===== src/rtl/node_issue_scheduler_pkg.sv =====
// Shared types and parameters for the E-node issue path.
//   FRAMES_PER_NODE : default reservation-station frame count per E-node
//   sched_state_e   : issue scheduler FSM state encoding
package node_issue_scheduler_pkg;

  localparam int FRAMES_PER_NODE = 8;

  typedef enum logic [1:0] {
    ST_IDLE  = 2'd0,
    ST_OFFER = 2'd1,
    ST_BUSY  = 2'd2
  } sched_state_e;

endpackage


===== src/rtl/rr_pick_first.sv =====
// Round-robin first-set pick: returns the first set bit of vec at or after
// ptr, wrapping from N-1 to 0. N must be a power of two.
//   vec   : request vector
//   ptr   : starting priority position
//   idx   : index of the winning bit (0 when none)
//   found : any bit of vec set
module rr_pick_first #(
  parameter  int N  = 8,
  localparam int IW = $clog2(N)
) (
  input  logic [N-1:0]  vec,
  input  logic [IW-1:0] ptr,
  output logic [IW-1:0] idx,
  output logic          found
);

  logic [IW-1:0] pos;

  // Walk offsets from farthest to nearest so the nearest hit is written last.
  always_comb begin
    idx   = '0;
    found = 1'b0;
    pos   = '0;
    for (int i = N - 1; i >= 0; i--) begin
      pos = ptr + IW'(i);
      if (vec[pos]) begin
        idx   = pos;
        found = 1'b1;
      end
    end
  end

endmodule


===== src/rtl/node_issue_scheduler.sv =====
// Per-E-node issue scheduler: picks a fire-ready reservation-station frame
// round-robin, offers it to the ALU with a valid/ready handshake, and holds
// off further offers while a multi-cycle op occupies the ALU.
//   clk, rst_n    : clock, synchronous active-low reset
//   ready_vec     : per-frame fire-ready
//   frame_en      : frames owned by the active partition
//   issue_valid   : offer pending; issue_frame is the offered frame
//   issue_ready   : ALU accepts; issue_lat is its occupancy (0 means 1)
//   fired_clr     : one-hot clear of the issued frame's operands (comb)
//   flush         : flush frames in flush_mask
//   issue_count   : saturating count of accepted issues
module node_issue_scheduler
  import node_issue_scheduler_pkg::*;
#(
  parameter  int FRAMES = FRAMES_PER_NODE,
  parameter  int LAT_W  = 4,
  localparam int FW     = $clog2(FRAMES)
) (
  input  logic              clk,
  input  logic              rst_n,
  input  logic [FRAMES-1:0] ready_vec,
  input  logic [FRAMES-1:0] frame_en,
  output logic              issue_valid,
  output logic [FW-1:0]     issue_frame,
  input  logic              issue_ready,
  input  logic [LAT_W-1:0]  issue_lat,
  output logic [FRAMES-1:0] fired_clr,
  input  logic              flush,
  input  logic [FRAMES-1:0] flush_mask,
  output logic [15:0]       issue_count
);

  sched_state_e      state_q, state_d;
  logic [FW-1:0]     rr_ptr_q, rr_ptr_d;
  logic [FW-1:0]     frame_q, frame_d;
  logic [LAT_W-1:0]  busy_cnt_q, busy_cnt_d;
  logic [15:0]       count_q, count_d;

  logic [FRAMES-1:0] cand, cand_rest, frame_oh;
  logic [FW-1:0]     pick_idx, rest_idx, next_ptr;
  logic              pick_found, rest_found, hs;
  logic [LAT_W-1:0]  lat_eff;

  always_comb begin
    cand      = ready_vec & frame_en & ~(flush ? flush_mask : '0);
    frame_oh  = FRAMES'(1) << frame_q;
    cand_rest = cand & ~frame_oh;
    next_ptr  = frame_q + FW'(1);
    lat_eff   = (issue_lat == '0) ? LAT_W'(1) : issue_lat;
  end

  // Fresh pick from IDLE uses the stored pointer.
  rr_pick_first #(.N(FRAMES)) u_pick (
    .vec(cand), .ptr(rr_ptr_q), .idx(pick_idx), .found(pick_found)
  );

  // Back-to-back pick uses the pointer as it will be after this handshake;
  // the granted frame is excluded so it cannot be re-offered immediately.
  rr_pick_first #(.N(FRAMES)) u_pick_next (
    .vec(cand_rest), .ptr(next_ptr), .idx(rest_idx), .found(rest_found)
  );

  // Gating on cand[frame] makes a flush of the offered frame (or a dropped
  // ready/enable bit) win over issue_ready.
  assign hs = rst_n && (state_q == ST_OFFER) && issue_ready && cand[frame_q];

  always_comb begin
    state_d    = state_q;
    rr_ptr_d   = rr_ptr_q;
    frame_d    = frame_q;
    busy_cnt_d = busy_cnt_q;
    count_d    = count_q;
    case (state_q)
      ST_IDLE: begin
        if (pick_found) begin
          frame_d = pick_idx;
          state_d = ST_OFFER;
        end
      end
      ST_OFFER: begin
        if (hs) begin
          rr_ptr_d = next_ptr;
          count_d  = (count_q == 16'hFFFF) ? count_q : count_q + 16'd1;
          if (lat_eff == LAT_W'(1)) begin
            if (rest_found) frame_d = rest_idx;
            else            state_d = ST_IDLE;
          end else begin
            busy_cnt_d = lat_eff - LAT_W'(1);
            state_d    = ST_BUSY;
          end
        end else if (!cand[frame_q]) begin
          state_d = ST_IDLE;
        end
      end
      ST_BUSY: begin
        busy_cnt_d = busy_cnt_q - LAT_W'(1);
        if (busy_cnt_q <= LAT_W'(1)) begin
          busy_cnt_d = '0;
          state_d    = ST_IDLE;
        end
      end
      default: state_d = ST_IDLE;
    endcase
  end

  always_ff @(posedge clk) begin
    if (!rst_n) begin
      state_q    <= ST_IDLE;
      rr_ptr_q   <= '0;
      frame_q    <= '0;
      busy_cnt_q <= '0;
      count_q    <= '0;
    end else begin
      state_q    <= state_d;
      rr_ptr_q   <= rr_ptr_d;
      frame_q    <= frame_d;
      busy_cnt_q <= busy_cnt_d;
      count_q    <= count_d;
    end
  end

  assign issue_valid = (state_q == ST_OFFER);
  assign issue_frame = frame_q;
  assign issue_count = count_q;
  assign fired_clr   = hs ? frame_oh : '0;

endmodule


===== config.mk =====
export PLATFORM = sky130hd
export DESIGN_NAME = node_issue_scheduler
export DESIGN_NICKNAME = d
export VERILOG_FILES = /design/src/rtl/node_issue_scheduler_pkg.sv /design/src/rtl/rr_pick_first.sv /design/src/rtl/node_issue_scheduler.sv
export SDC_FILE = /design/constraint.sdc
export NUM_CORES = 1
export LEC_CHECK = 0
export CORE_MARGIN = 10
export CORE_UTILIZATION = 50
export DETAILED_ROUTE_END_ITERATION = 10
export GPL_TIMING_DRIVEN = 0
export MAX_ROUTING_LAYER = met4
export PLACE_DENSITY = 0.8
export SLEW_MARGIN = 20
export SYNTH_ARGS = -nofsm -noshare
export SYNTH_HDL_FRONTEND = slang
export SYNTH_SLANG_ARGS = --single-unit

===== constraint.sdc =====
create_clock -name clk -period 7.45 [get_ports clk]
set_input_delay 1.8625 -clock clk [delete_from_list [all_inputs] [get_ports clk]]
set_output_delay 1.8625 -clock clk [all_outputs]
set_load 0.03 [all_outputs]

==> impl_metrics.csv <==
group,metric,value,unit
route,drtIter0Drc,284,
setup_path,critPathKind,"in2out",
route,wl_per_cell,18.6,um
sta,fin_tns_setup,0,ns
sta,slew-limit-headroom,42.5,%
place,dpl.hpwl,9.16,mm
sta,hold_viol_final,0,
grt,use_met3,2.42,%
place,pre_cts_ws,0.703,ns
sta,final.setup.worst_slack,0.661,ns
floorplanning,die_y,104,um
clocking,root_buffer,"clkbuf_8",
setup_path,crit_fanout,10,
clocking,cts_tree,"built",
setup_path,rrSetupSlack,3.72,ns
status,run_status,"finished clean",
setup_path,cp.arrival,4.93,ns
pwr,p_per_area,211,nW/um2
flow_run,maxCapViolations,0,
route,drc,0,
worst_hold_path,whs_path_depth,2,
route,drt_pre_antenna_iters,5,
floorplanning,fp.dieW,104,um
yosys,yosys_most_used_dff,"dfxtp_1",
clocking,cts_made_buffers,3,
pwr,p_leak,1.53,nW
setup_path,cp_cell_sequence,"clkdlybuf4s50_1 > nand2_1 > nand3_1 > mux4_2 > mux2_4 > nor2_1 > clkbuf_1 > and2_1 > clkdlybuf4s50_1",
worst_hold_path,hold_class,"reg2reg",
floorplanning,rows,30,
grt,grt_pass1_vias,3832,
place,place.gp.congestion,1.04,
floorplanning,io_pins,60,
yosys,synth_edf_count,0,
yosys,synth_cell_type_count,79,
finish,final_common_cell,"clkdlybuf4s50_1",
yosys,synth_top_area_share,15.8,%
yosys,synth.ff_latch_count,28,
clocking,htreeDepth,1,
floorplanning,fp.dieArea,10800,um2
route,antenna_left,0,
yosys,async_reset_ff_share,0,%
floorplanning,core,6830,um2
setup_path,regToRegStartpoint,"issue_frame[0]$_SDFFE_PN0P_",
finish,area_growth,21.3,%
setup_path,r2r_end,"issue_frame[0]$_SDFFE_PN0P_",
yosys,syn_area,3540,um2
grt,grtUsageMet1,26.4,%
finish,drive_above_1_share,7.34,%
clocking,clk_path_buf_depth,2,
yosys,synthCells,469,
grt,top_usage_layer,"met2",
setup_path,worstRegToRegCells,12,
finish,layout.nets,578,
setup_path,endpoint_kind,"output pin",
grt,grt_max_degree,16,
grt,antenna_found_initial,0,
yosys,ys_seq_area_share,15.8,%
route,vias,4048,
sta,finalCriticalPeriod,6.79,ns
setup_path,slowest_stage,"clkdlybuf4s50_1",
setup_path,worstSetupStartpointType,"input port",
finish,final_cell_mix,"clkdlybuf4s50_1, nor2_1, nand2_1, a21oi_1",
grt,grt_pass1_wl,19.0,mm
clocking,cts.repair.resized,0,
yosys,syn_area_per_cell,7.55,um2
worst_hold_path,hold_end,"busy_cnt_q[3]$_SDFFE_PN0P_",
worst_hold_path,hold_start,"busy_cnt_q[3]$_SDFFE_PN0P_",
clocking,cts.sinks,28,
grt,grt.met2_usage,35.0,%
sta,clock.fmax,0.147,GHz
yosys,yosysWarnings,0,
grt,grt_use_total,20.8,%
pwr,peakVddDrop,0.000189,V
clocking,clk_latency,0.27,ns
setup_path,worstPathRequired,5.59,ns
floorplanning,start_util,51.8,%
place,portBuffers,58,
clocking,postCtsSetupBuffers,0,
yosys,postSynthNetCount,515,
setup_path,crit_path_max_incr_delay,0.68,ns
sta,finalMaxSlewViolations,0,
clocking,path_clk_slew,0.09,ns
sta,rsz0062_at_grt,"no",
clocking,hold_buffers,0,
route,vias_per_cell,6.46,
sta,final.period_utilization,91.1,%
finish,n_antenna_cell,0,
yosys,synth_area_leaders,"dfxtp_1, mux2i_1, mux4_2",
setup_path,crit_path_frequent_cell,"clkdlybuf4s50_1",
sta,setup_viol,0,
route,wirelength,11.6,mm
sta,tightest_slew,0.850,ns
grt,gr-total-overflow,0,
yosys,synth_top_area_cell,"dfxtp_1",
sta,clock_skew,0.00379,ns
## flip-flops by register name, indices dropped and copies added (netlist names)
register and count:
rr_ptr_q 3, busy_cnt_q 4, issue_count 16, state_q 2
issue_frame 3
## worst max-delay path: cells and delay by family
| family | cells | cell delay (ns) |
|---|---|---|
| mux | 2 | 0.86 |
| buf+inv | 3 | 1.54 |
| simple gates | 4 | 0.64 |
## power breakdown
| group | switching (mW) | internal [mW] | leakage [nW] |
|---|---|---|---|
| Combinational | 0.386 | 0.249 | 1.27 |
| Sequential | 0.0193 | 0.158 | 0.226 |
| Clock | 0.0455 | 0.0473 | 0.0288 |
## per-stage QoR
stage          hold WS (ns)  std cells  utilization, %  cell area [um2]  power [mW]
6_report              0.517        627            62.9             4300       0.905
5_1_grt               0.542        627            62.9             4300       0.965
4_1_cts               0.514        627            62.9             4300       0.890
3_5_place_dp          0.502        623            62.1             4240       0.793
3_3_place_gp          0.496        623            62.1             4240       0.786
2_1_floorplan         0.471        469               -             3540       0.634
## area by class of cell
type | count | area, um2
Inverter | 22 | 82.6
Fill cell | 638 | 2530
Multi-Input combinational cell | 396 | 2780
Timing Repair Buffer | 58 | 581
Clock buffer | 4 | 55.1
Buffer | 23 | 120
Tap cell | 96 | 120
Sequential cell | 28 | 561
## routing by layer
| metal | vias up | wire length (um) |
|---|---|---|
| li1 | 1890 | - |
| met1 | 1915 | 4850 |
| met2 | 224 | 5690 |
| met3 | 19 | 957 |
| met4 | 0 | 150 |
| met5 | - | 0 |
## synth_stat cells (all sizes together) (5+ instances only)
library cell	number
a211oi	7
a21oi	37
buf	8
clkbuf	15
dfxtp	28
ha	14
inv	19
mux2i	28
mux4	12
nand2	46
nand2b	7
nand3	24
nor2	53
nor3	12
nor3b	10
nor4	7
o21a	8
o21ai	25
or2	5
xnor2	11
xor2	8
## worst max-delay path by stage
stage	endpoint	slack [ns]	cells past startpoint	from
3_3_place_gp	fired_clr[3]	0.71	9	flush_mask[4]
2_1_floorplan	fired_clr[3]	1.86	9	flush
6_report	fired_clr[7]	0.66	9	flush_mask[4]
3_5_place_dp	fired_clr[7]	0.70	9	flush_mask[4]
4_1_cts	fired_clr[7]	0.69	9	flush_mask[5]
5_1_grt	fired_clr[7]	0.48	9	flush_mask[7]
## logic make-up (layout without fill, tap and decap cells)
| family | after synthesis | after routing | share of synthesized area (%) |
|---|---|---|---|
| xor+xnor | 19 | 19 | 4.70 |
| buf+inv | 45 | 107 | 5.72 |
| compound gates | 130 | 130 | 24.8 |
| simple gates | 189 | 189 | 27.1 |
| mux | 44 | 44 | 16.9 |
| fa+ha+maj | 14 | 14 | 4.95 |
| flops | 28 | 28 | 15.8 |
Note: power is estimated with default switching activity, not from simulation.
